### config.mk
export PLATFORM = sky130hd
export DESIGN_NAME = adder_arbiter
export DESIGN_NICKNAME = d
export VERILOG_FILES = /design/src/rtl/riscv_pkg.sv /design/src/rtl/rr_arbiter.sv /design/src/rtl/sum.sv /design/src/rtl/adder_arbiter.sv
export SDC_FILE = /design/constraint.sdc
export NUM_CORES = 1
export LEC_CHECK = 0
export CORE_AREA = 2 2 131 133
export DETAILED_ROUTE_END_ITERATION = 8
export DIE_AREA = 0 0 133 135
export GPL_TIMING_DRIVEN = 0
export PLACE_DENSITY_LB_ADDON = 0.05
export SLEW_MARGIN = 5
export SYNTH_ARGS = -nofsm -noshare
export SYNTH_HDL_FRONTEND = slang
export SYNTH_SLANG_ARGS = --single-unit
export TNS_END_PERCENT = 20
### constraint.sdc
create_clock -name clk -period 7.7 [get_ports clk]
set_input_delay 1.54 -clock clk [delete_from_list [all_inputs] [get_ports clk]]
set_output_delay 1.54 -clock clk [all_outputs]
set_load 0.02 [all_outputs]
### src/rtl/riscv_pkg.sv
// Core-wide constants and small shared types for the RISC-V pipeline.
// Also holds the requester count and ID type for the shared adder.
package riscv_pkg;

   localparam int XLEN = 32;

   localparam int N_ADD_REQ = 4;

   typedef logic [$clog2(N_ADD_REQ)-1:0] add_req_id_t;

endpackage

### src/rtl/rr_arbiter.sv
// Round-robin picker: scans requests starting at ptr and wrapping modulo N.
// Produces a one-hot grant, the matching index and a found flag.
module rr_arbiter #(
   parameter int N = 4
) (
   input  logic [N-1:0]         req,
   input  logic [$clog2(N)-1:0] ptr,
   output logic [N-1:0]         grant,
   output logic [$clog2(N)-1:0] idx,
   output logic                 found
);

   localparam int IW = $clog2(N);

   logic [IW-1:0] cand;

   // The outer loop walks the rotated priority order.
   // The inner loop matches the candidate position, which avoids a variable bit-select.
   always_comb begin
      grant = '0;
      idx   = '0;
      found = 1'b0;
      cand  = '0;
      for (int k = 0; k < N; k++) begin
         cand = IW'((int'(ptr) + k) % N);
         for (int i = 0; i < N; i++) begin
            if (!found && (cand == IW'(i)) && req[i]) begin
               found    = 1'b1;
               grant[i] = 1'b1;
               idx      = IW'(i);
            end
         end
      end
   end

endmodule

### src/rtl/sum.sv
// Plain XLEN-wide adder shared by several datapath units.
// Any carry out of the top bit is discarded.
module sum #(
   parameter int W = 32
) (
   input  logic [W-1:0] A0,
   input  logic [W-1:0] A1,
   output logic [W-1:0] F
);

   assign F = A0 + A1;

endmodule

### src/rtl/adder_arbiter.sv
// Shares one XLEN-bit adder among N_REQ requesters with round-robin grant.
// The result is registered and returned as a single tagged valid/ready response.
module adder_arbiter
   import riscv_pkg::*;
#(
   parameter int N_REQ = N_ADD_REQ
) (
   input  logic                       clk,
   input  logic                       rst_n,
   input  logic [N_REQ-1:0]           req_valid,
   output logic [N_REQ-1:0]           req_ready,
   input  logic [N_REQ*XLEN-1:0]      req_a,
   input  logic [N_REQ*XLEN-1:0]      req_b,
   output logic                       rsp_valid,
   input  logic                       rsp_ready,
   output logic [XLEN-1:0]            rsp_data,
   output logic [$clog2(N_REQ)-1:0]   rsp_id,
   output logic [31:0]                op_count
);

   localparam int IW = $clog2(N_REQ);

   localparam logic [0:0] EMPTY = 1'b0;
   localparam logic [0:0] FULL  = 1'b1;

   logic [0:0]       state;
   logic [IW-1:0]    rr_ptr;
   logic [IW-1:0]    gidx;
   logic [IW-1:0]    next_ptr;
   logic [N_REQ-1:0] grant;
   logic             gfound;
   logic             can_issue;
   logic             issue;
   logic [XLEN-1:0]  a_sel;
   logic [XLEN-1:0]  b_sel;
   logic [XLEN-1:0]  sum_f;

   rr_arbiter #(.N(N_REQ)) u_rr (
      .req   (req_valid),
      .ptr   (rr_ptr),
      .grant (grant),
      .idx   (gidx),
      .found (gfound)
   );

   // A new add can start if the result slot is empty or is being drained this cycle.
   assign can_issue = (state == EMPTY) | (rsp_valid & rsp_ready);
   assign issue     = can_issue & gfound;
   assign req_ready = (rst_n && can_issue) ? grant : '0;
   assign rsp_valid = (state == FULL);
   assign next_ptr  = (gidx == IW'(N_REQ - 1)) ? '0 : gidx + 1'b1;

   always_comb begin
      a_sel = '0;
      b_sel = '0;
      for (int i = 0; i < N_REQ; i++) begin
         if (gidx == IW'(i)) begin
            a_sel = req_a[i*XLEN +: XLEN];
            b_sel = req_b[i*XLEN +: XLEN];
         end
      end
   end

   sum #(.W(XLEN)) u_sum (
      .A0 (a_sel),
      .A1 (b_sel),
      .F  (sum_f)
   );

   // An issue takes priority over a plain drain because it refills the slot on the same edge.
   always_ff @(posedge clk or negedge rst_n) begin
      if (!rst_n) begin
         state    <= EMPTY;
         rsp_data <= '0;
         rsp_id   <= '0;
         rr_ptr   <= '0;
         op_count <= '0;
      end else if (issue) begin
         state    <= FULL;
         rsp_data <= sum_f;
         rsp_id   <= gidx;
         rr_ptr   <= next_ptr;
         op_count <= op_count + 32'd1;
      end else if (rsp_valid && rsp_ready) begin
         state <= EMPTY;
      end
   end

endmodule

## Word level (Yosys, flattened, before mapping)

Cells that the tools add are included.

| word-level totals | value |
|---|---|
| register bits after elaboration | 69 |
| bits in latches | 0 |
| bits in writable memories | 0 |
| ROM bits | 0 |
| bits of input ports | 263 |
| output and inout bits | 71 |
| word-level logic and storage cells | 142 |
| memories | 0 |

| operators by class | value |
|---|---|
| $add $sub $neg | 6 |
| multipliers | 0 |
| divide/modulo/power cells | 0 |
| magnitude comparators | 0 |
| equality and inequality tests | 15 |
| shift-type cells | 0 |
| muxes and demuxes | 58 |
| bitwise operators | 4 |
| reductions and logical operators | 54 |

Operators by type and width:

| cell | count |
|---|---|
| 32-bit 2-to-1 mux | 8 |
| 1-bit 2-to-1 mux | 34 |
| 1-bit logical AND | 33 |
| 32-bit by 1-bit adder with 32-bit output (second input constant) | 1 |
| 32-bit adder | 1 |
| 2-bit 2-to-1 mux | 15 |
| 2-bit equality test (second input constant) | 10 |
| 1-bit logical NOT | 15 |
| 2-bit by 1-bit equality test with 1-bit output (second input constant) | 5 |
| 2-bit logical NOT | 5 |
| 2-bit by 1-bit adder with 2-bit output (second input constant) | 2 |
| 2-bit adder (second input constant) | 2 |
| 4-bit 2-to-1 mux | 1 |
| 1-bit bitwise AND | 2 |
| 2-bit nonzero test | 1 |
| 1-bit NOT | 1 |
| 1-bit OR | 1 |

## Depth between registers and ports, before layout

Gate-level depths: netlist (run 1).

| logic depth | value |
|---|---|
| word-level depth | 69 |
| depth in mapped cells | 24 |
| mapped depth without buffers | 21 |

## Hierarchy

A second synthesis (run 1) with hierarchy kept.

| unflattened totals | value |
|---|---|
| cells, all modules | 858 |
| area total of the unflattened synthesis | 6653.9 µm² |

Modules (own cells, without submodules):

| module | instances | cells an instance | area an instance (µm²) | seq. area each (µm²) |
|---|---|---|---|---|
| adder_arbiter | 1 | 588 | 4709.5 | 1726.7 |
| sum | 1 | 236 | 1725.4 | 0.0 |
| rr_arbiter | 1 | 34 | 219.0 | 0.0 |

## Least setup slack after synthesis (run 1)

Ideal clock, no wire load.

| path | value |
|---|---|
| path kind | input port to flip-flop |
| start point | input port req_valid[2] |
| end point | register rsp_data[22] |
| setup time | 0.133 ns |
| arrival | 5.373 ns |
| data required time | 7.567 ns |
| setup slack | 2.193 ns |
| stages | 23 |
| buffers on the path | 3 |
| cells stage by stage | nor2b_1 > o21ai_0 > nand3_1 > nand2_1 > ha_1 > clkbuf_1 > nor2b_1 > clkbuf_1 > clkbuf_1 > a22oi_1 > nor2_1 > a21oi_1 > o21ai_0 > ha_1 > fa_1 > a211oi_1 > o21a_1 > o21ai_4 > a41oi_1 > o21bai_1 > a41oi_1 > xor2_1 > o21ai_0 |

| between the ends | value |
|---|---|
| longest elaborated chain between the ends | 60 |
| elaborated cells on any way between the ends | 82 |
| those cells by class | add/sub (1); eq/ne (3); mux (36); bitwise (1); reduce/logical (41) |

Ends and longest elaborated chain:

| element | line | text |
|---|---|---|
| start: declaration | adder_arbiter.sv:10 | `input logic [N_REQ-1:0] req_valid,` |
| 1-bit logical AND | rr_arbiter.sv:27 | `if (!found && (cand == IW'(i)) && req[i]) begin` |
| 1-bit 2-to-1 mux | rr_arbiter.sv:27 |  |
| 1-bit logical NOT | rr_arbiter.sv:27 |  |
| 1-bit logical AND (2 in a row) | rr_arbiter.sv:27 |  |
| 1-bit 2-to-1 mux | rr_arbiter.sv:27 |  |
| 1-bit logical NOT | rr_arbiter.sv:27 |  |
| 1-bit logical AND (2 in a row) | rr_arbiter.sv:27 |  |
| 1-bit 2-to-1 mux | rr_arbiter.sv:27 |  |
| [... 39 more ...] | -- |  |
| 1-bit 2-to-1 mux | rr_arbiter.sv:27 |  |
| 1-bit logical NOT | rr_arbiter.sv:27 |  |
| 1-bit logical AND (2 in a row) | rr_arbiter.sv:27 |  |
| 2-bit 2-to-1 mux * | rr_arbiter.sv:27 |  |
| net gidx[0] | adder_arbiter.sv:28 | `logic [IW-1:0] gidx;` |
| 2-bit logical NOT | adder_arbiter.sv:57 | `if (gidx == IW'(i)) begin` |
| 32-bit 2-to-1 mux (4 in a row) | adder_arbiter.sv:57 |  |
| 32-bit adder * | sum.sv:11 | `assign F = A0 + A1;` |
| end signal: assignment | adder_arbiter.sv:80 | `rsp_data <= sum_f;` |
| end: declaration | adder_arbiter.sv:16 | `output logic [XLEN-1:0] rsp_data,` |

The timed path passes the listed nets; every way through them passes the cells marked *.
A chain may end at the register's enable or synchronous reset.

## Worst setup path in the final report (run 1)

| path | value |
|---|---|
| start point | input port req_valid[2] |
| end point | register rsp_data[22] |

| between the ends | value |
|---|---|
| longest elaborated chain between the ends | 60 |
| elaborated cells on any way between the ends | 82 |
| those cells by class | add/sub (1); eq/ne (3); mux (36); bitwise (1); reduce/logical (41) |

Ends and longest elaborated chain:

| element | line |
|---|---|
| 1-bit logical AND | rr_arbiter.sv:27 |
| 1-bit 2-to-1 mux | rr_arbiter.sv:27 |
| 1-bit logical NOT | rr_arbiter.sv:27 |
| 1-bit logical AND (2 in a row) | rr_arbiter.sv:27 |
| 1-bit 2-to-1 mux | rr_arbiter.sv:27 |
| 1-bit logical NOT | rr_arbiter.sv:27 |
| 1-bit logical AND (2 in a row) | rr_arbiter.sv:27 |
| 1-bit 2-to-1 mux | rr_arbiter.sv:27 |
| [... 37 more ...] | -- |
| 1-bit logical AND (2 in a row) | rr_arbiter.sv:27 |
| 1-bit 2-to-1 mux | rr_arbiter.sv:27 |
| 1-bit logical NOT | rr_arbiter.sv:27 |
| 1-bit logical AND (2 in a row) | rr_arbiter.sv:27 |
| 2-bit 2-to-1 mux | rr_arbiter.sv:27 |
| 2-bit logical NOT | adder_arbiter.sv:57 |
| 32-bit 2-to-1 mux (4 in a row) | adder_arbiter.sv:57 |
| 32-bit adder | sum.sv:11 |

Several ways; a longest one is shown, not always the timed one.

==> results of run 1 <==
## area by class of cell
cell class	instances	area share [%]
Multi-Input combinational cell	707	41.7
Timing Repair Buffer	334	33.1
Sequential cell	69	17.0
Tap cell	220	2.71
Clock buffer	11	2.29
Buffer	52	1.95
Clock inverter	5	0.740
Inverter	11	0.407
Antenna cell	1	0.0247
## cell usage in the layout, fill, tap and decap left out, drive strengths merged, types with 13 or more instances in the layout
cell,count
ha,36
and3,13
clkdlybuf4s50,332
xor2,24
o21ai,103
dfrtp,69
a21o,18
nor2,85
nand2,134
xnor2,36
a21oi,90
clkbuf,56
a22oi,62
## flip-flops by register name (all words and copies together) (netlist names)
| signal | count |
|---|---|
| rsp_id | 2 |
| rsp_data | 32 |
| op_count | 32 |
| rsp_valid | 1 |
| rr_ptr | 2 |
## kinds of logic (layout without fill, tap and decap cells)
family,Yosys count,count (layout),share of synthesized area (%)
buffers and inverters,63,413,3.86
DFF,69,69,27.9
xor gates and xnor gates,60,60,8.48
adders and majority gates,37,37,7.59
other,0,1,0
muxes,1,1,0.182
and+or+nand+nor,291,291,20.6
AOI/OAI and AO/OA,318,318,31.4
## cell usage after synthesis, types with 10 or more instances
master    number  area share, %
ha_1          36            7.3
nand3_1       12           0.97
a21oi_1       89            7.2
o21ai_0      100            8.1
a21o_1        17            2.1
clkbuf_1      44            2.7
and3_1        13            1.3
a22oi_1       62            7.5
xnor2_1       36            5.1
xor2_1        24            3.4
nor2_1        85            5.1
nand2_1      134            8.1
dfrtp_1       69             28
nand4_1       10            1.0
inv_1         11           0.67
## path summary, 6_finish.rpt
kind | from | to | slack (ns)
max in group asynchronous | rst_n | op_count[25]$_DFFE_PN0P_ | 6.15
min | op_count[31]$_DFFE_PN0P_ | op_count[31]$_DFFE_PN0P_ | 0.47
min reg2reg | op_count[31]$_DFFE_PN0P_ | op_count[31]$_DFFE_PN0P_ | 0.47
max | req_valid[2] | rsp_data[22]$_DFFE_PN0P_ | 0.52
max reg2reg | rr_ptr[1]$_DFFE_PN0P_ | rsp_data[22]$_DFFE_PN0P_ | 1.71
min in group asynchronous | rst_n | rsp_id[1]$_DFFE_PN0P_ | 1.03
## critical path: stages
cell and delay, ns:
clkdlybuf4s50_1 0.55, nor2_1 0.08, o221ai_1 0.26, and2_1 0.25, ha_1 0.16, clkbuf_1 0.59, nor2b_1 0.09, clkbuf_1 0.39
clkbuf_1 0.39, a22oi_1 0.24, nor2_1 0.06, a21oi_1 0.12, o21ai_0 0.09, ha_1 0.25, fa_1 0.43, a211oi_1 0.33
o21a_1 0.24, o21ai_4 0.07, a41oi_1 0.47, o21bai_1 0.21, a41oi_1 0.29, xor2_1 0.17, o21ai_0 0.09
## where the power goes
| group | leakage (nW) | internal, mW | switching (mW) | total, mW |
|---|---|---|---|---|
| logic | 3.11 | 1.06 | 1.46 | 2.52 |
| clock network | 0.153 | 0.282 | 0.143 | 0.424 |
| registers | 0.888 | 0.476 | 0.0806 | 0.557 |
| total | 4.15 | 1.82 | 1.68 | 3.50 |
## metal layers
metal | vias up | part of all wire, %
li1 | 3699 | -
met4 | 0 | 3.4
met2 | 297 | 48
met5 | - | 0
met3 | 48 | 6.4
met1 | 3405 | 43
==> flow_metrics.tcl, run 1 <==
set metrics [dict create \
    syn_avg_cell_area_um2 7.39 \
    cp.required_ns 7.89 \
    relSlewSlack_pct 43.9 \
    synth-seq-area-share_pct 27.9 \
    post-cts-setup-buffers 0 \
    synth_edf_count 0 \
    placed_cell_area_um2 9830 \
    fin_worst_skew_ns 0.00554 \
    ios 334 \
    dieWidth_um 133 \
    num_rows 47 \
    critPathMaxFanout 10 \
    status "complete, no violations" \
    grt_pass1_wl_mm 38.9 \
    arrival_ns 7.37 \
    port_buffers 333 \
    place_ws_ns 0.140 \
    antenna_found_initial 1 \
    final_cells 1410 \
    gr-usage-met2_pct 47.1 \
    grt_pass1_vias 7406 \
    synth_area_um2 6200 \
    ys_ff_latch 69 \
    firstDrtPassIters 5 \
    multi_input_area_um2 4230 \
    yosys_warnings 0 \
    vias 7449 \
    drv_cap 0 \
    ir_drop_mv 0.198 \
    p_leak_nw 4.15 \
    worst_slack_ns 0.519 \
    clock_path_buffers 2 \
    syn_to_final_growth_pct 63.6 \
    setup_tns_ns 0 \
    syn-num-nets 1139 \
    total_power_mw 3.50 \
    powerDensity_nw_per_um2 345 \
    globalplace.congestion 0.914 \
    detail-route-antenna-nets 0 \
    max_slew.worst_pin.slew_ns 0.841 \
    drive_gt1_share_pct 2.44 \
    cts_tree "built" \
    postSynth.asyncResetShare_pct 100 \
    hold_buffers 0 \
    fin_crit_ns 7.18 \
    grt_use_met1_pct 34.7 \
    post_drt_via_cell_ratio 5.28 \
    htreeDepth 3 \
    post_drt_wl_per_cell_um 17.9 \
    drtIter0Drc 383 \
    dpl.cell_count 1393 \
    final_area_um2 10100 \
    setup-violations-final 0 \
    fp.coreArea_um2 16400 \
    grt_usage_pct 27.6 \
    period_share_pct 93.3 \
    grt_max_degree 65 \
    drv_slew 0 \
    post-route-util_pct 61.8 \
    fillCellCount 1549 \
    rsz0062_at_grt "false" \
    cp-end-kind "flip-flop" \
    grt_overflow 0 \
    dp_hpwl_mm 21.0 \
    cts_sinks 69 \
    hold_viol 0 \
    ys.flop_type "dfrtp_1" \
    regArea_um2 1730 \
    worst-setup-path-type "input pin to flip-flop" \
    numCtsBuffers 9 \
    gr-usage-met3_pct 5.14 \
    clkTransAtPathRegs_ns 0.05 \
    root_buffer "clkbuf_16" \
    holdPathStages 1 \
    drc_errors 0 \
    wirelength_mm 25.2 \
    die-area_um2 18000 \
    final_net_count 1484 \
    reg2reg_depth 23 \
    cp-start-kind "input pin" \
    gr-max-usage-layer "met2" \
    clkLatencyLatePin_ns 0.33 \
    max_freq_ghz 0.139 \
    min_path_type "flip-flop to flip-flop" \
    die_h_um 135 \
    ctsResizeCount 0 \
    start_util_pct 37.8 \
    ys_types 57 \
    syn_inst 839 \
    whs_ns 0.474 \
]
No activity file was read; power rests on OpenSTA's default activity.
==> run 2, diff against run 1 <==
Settings changed: ABC_AREA set to 1, CORE_AREA 2 2 131 133 to 2 2 129 131, DIE_AREA 0 0 133 135 to 0 0 131 133, DONT_BUFFER_PORTS set to 1.
Clock period 7.7 ns to 5.85 ns, I/O delays scaled along.
==> flow_metrics.tcl, run 2 <==
set metrics [dict create \
    gr-max-usage-layer "met2" \
    critPathMaxFanout 10 \
    cpMostUsedCell "nand2_1" \
    setup-violations-final 0 \
    postSynth.asyncResetShare_pct 100 \
    wirelength_mm 28.4 \
    syn-num-nets 1490 \
    path_buf_inv 5 \
    drv_cap 0 \
    firstDrtPassIters 6 \
    ys_types 39 \
    syn_to_final_growth_pct 10.7 \
    clkLatencyLatePin_ns 0.34 \
    period_share_pct 94.5 \
    grt_usage_pct 31.7 \
    yosysMostFrequentCell "nand2_1" \
    clkTransAtPathRegs_ns 0.06 \
    synth_area_um2 7450 \
    grt_use_met1_pct 39.9 \
    htreeDepth 3 \
    dpl.cell_count 1410 \
    globalplace.congestion 0.990 \
    whs_ns 0.526 \
    fin_crit_ns 5.53 \
    hold_viol 0 \
    slowest_delay_ns 0.33 \
    num_rows 47 \
    ys_top_cells_by_count "nand2_1 (346), nor2_1 (135), a21oi_1 (88)" \
    cp-end-kind "flip-flop" \
    worst-setup-path-type "input pin to flip-flop" \
    max_freq_ghz 0.181 \
    syn_avg_cell_area_um2 6.26 \
    cp.required_ns 6.13 \
    hold_buffers 0 \
    relSlewSlack_pct 63.4 \
    fin_worst_skew_ns 0.0109 \
    die-area_um2 17400 \
    grt_overflow 0 \
    fp.coreArea_um2 16200 \
    grt_pass1_vias 7994 \
    cpMaxStageDelayCell "o31ai_2" \
    crit_family "simple AND/OR/NAND/NOR gates" \
    synth_top_area_share_pct 23.2 \
    top_regs "op_count (32), rsp_data (32)" \
    clock_path_buffers 2 \
    setup_tns_ns 0 \
    synth_edf_count 0 \
    min_path_type "input pin to asynchronous set/reset pin" \
    drtIter0Drc 629 \
    drv_slew 0 \
    arrival_ns 5.81 \
    yosys_warnings 0 \
    syn_inst 1190 \
    final_common_cell "nand2_1" \
    gr-usage-met3_pct 7.36 \
    place_ws_ns -0.857 \
    grt_max_degree 71 \
    dp_hpwl_mm 23.4 \
    cp-start-kind "input pin" \
    die_h_um 133 \
    cts_tree "built" \
    drc_errors 0 \
    post_drt_via_cell_ratio 5.81 \
    final_cells 1432 \
    worst_slack_ns 0.321 \
    antenna_found_initial 6 \
    ys_ff_latch 69 \
    max_slew.worst_pin.slew_ns 0.541 \
    layout_common_cells "nand2_1 (343), nor2_1 (133), nand3_1 (86)" \
    start_util_pct 46.1 \
    final_net_count 1504 \
    gr-usage-met2_pct 52.6 \
    vias 8318 \
    cts_sinks 69 \
    ios 334 \
    status "complete, no violations" \
    detail-route-antenna-nets 0 \
    drive_gt1_share_pct 6.62 \
    grt_pass1_wl_mm 42.9 \
    reg2reg_slack_ns 0.69 \
    port_buffers 0 \
    dieWidth_um 131 \
    root_buffer "clkbuf_16" \
    post_drt_wl_per_cell_um 19.9 \
    ys.flop_type "dfrtp_1" \
    synthTopCellsByArea "dfrtp_1 (23%), nand2_1 (17%), nor2_1 (6.8%)" \
    numCtsBuffers 9 \
    synth_top_area_cell "dfrtp_1" \
    synth-seq-area-share_pct 23.2 \
]
==> run 2: repair_timing <==
item | in CTS | in global routing
setup endpoints to repair | 25 | 24
pin swaps | 0 | 6
gates resized for setup | 14 | 54
setup buffers | 0 | 5
==> run 2: worst paths after layout <==
path	cells past startpoint	endpoint	start
max	31	rsp_data[20]$_DFFE_PN0P_	req_valid[1]
min	0	op_count[29]$_DFFE_PN0P_	rst_n
max reg2reg	31	rsp_data[20]$_DFFE_PN0P_	rr_ptr[0]$_DFFE_PN0P_
min reg2reg	2	rsp_data[25]$_DFFE_PN0P_	rsp_data[25]$_DFFE_PN0P_
max in group asynchronous	0	op_count[11]$_DFFE_PN0P_	rst_n
min in group clk	2	rsp_data[25]$_DFFE_PN0P_	rsp_data[25]$_DFFE_PN0P_
==> run 2: kinds of logic after synthesis <==
logic type               synth area share [%]
AND/OR/NAND/NOR                          34.6
AO/OA/AOI/OAI                            21.7
buffers and inverters                    7.54
flip-flops                               23.2
XOR/XNOR                                 6.58
adder cells (fa/ha/maj)                  6.32
==> run 2: per-stage QoR <==
stage               area (um2)  util, %
floorplan                 7450        -
global placement          7720     47.8
detailed placement        7720     47.8
CTS                       8040     49.7
global route              8240     51.0
finish                    8240     51.0
==> run 2: cell type report <==
class                           count  area [um2]
Fill cell                        1745        7930
Multi-Input combinational cell    981        5290
Sequential cell                    69        1730
Inverter                           80         310
Buffer                             58         279
Tap cell                          220         275
Clock buffer                       10         229
Clock inverter                      6        63.8
Timing Repair Buffer                5        62.6
Antenna cell                        3        7.51
==> run 2: routing by layer <==
metal  part of all wire [%]  wire length (um)
met1                     41             11700
met2                     48             13700
met3                    8.1              2310
met4                    2.5               706
met5                   0.17                49
Power of run 2 is not shown: default switching activity piles up to over one toggle a cycle in this logic, so the estimate is an artifact.
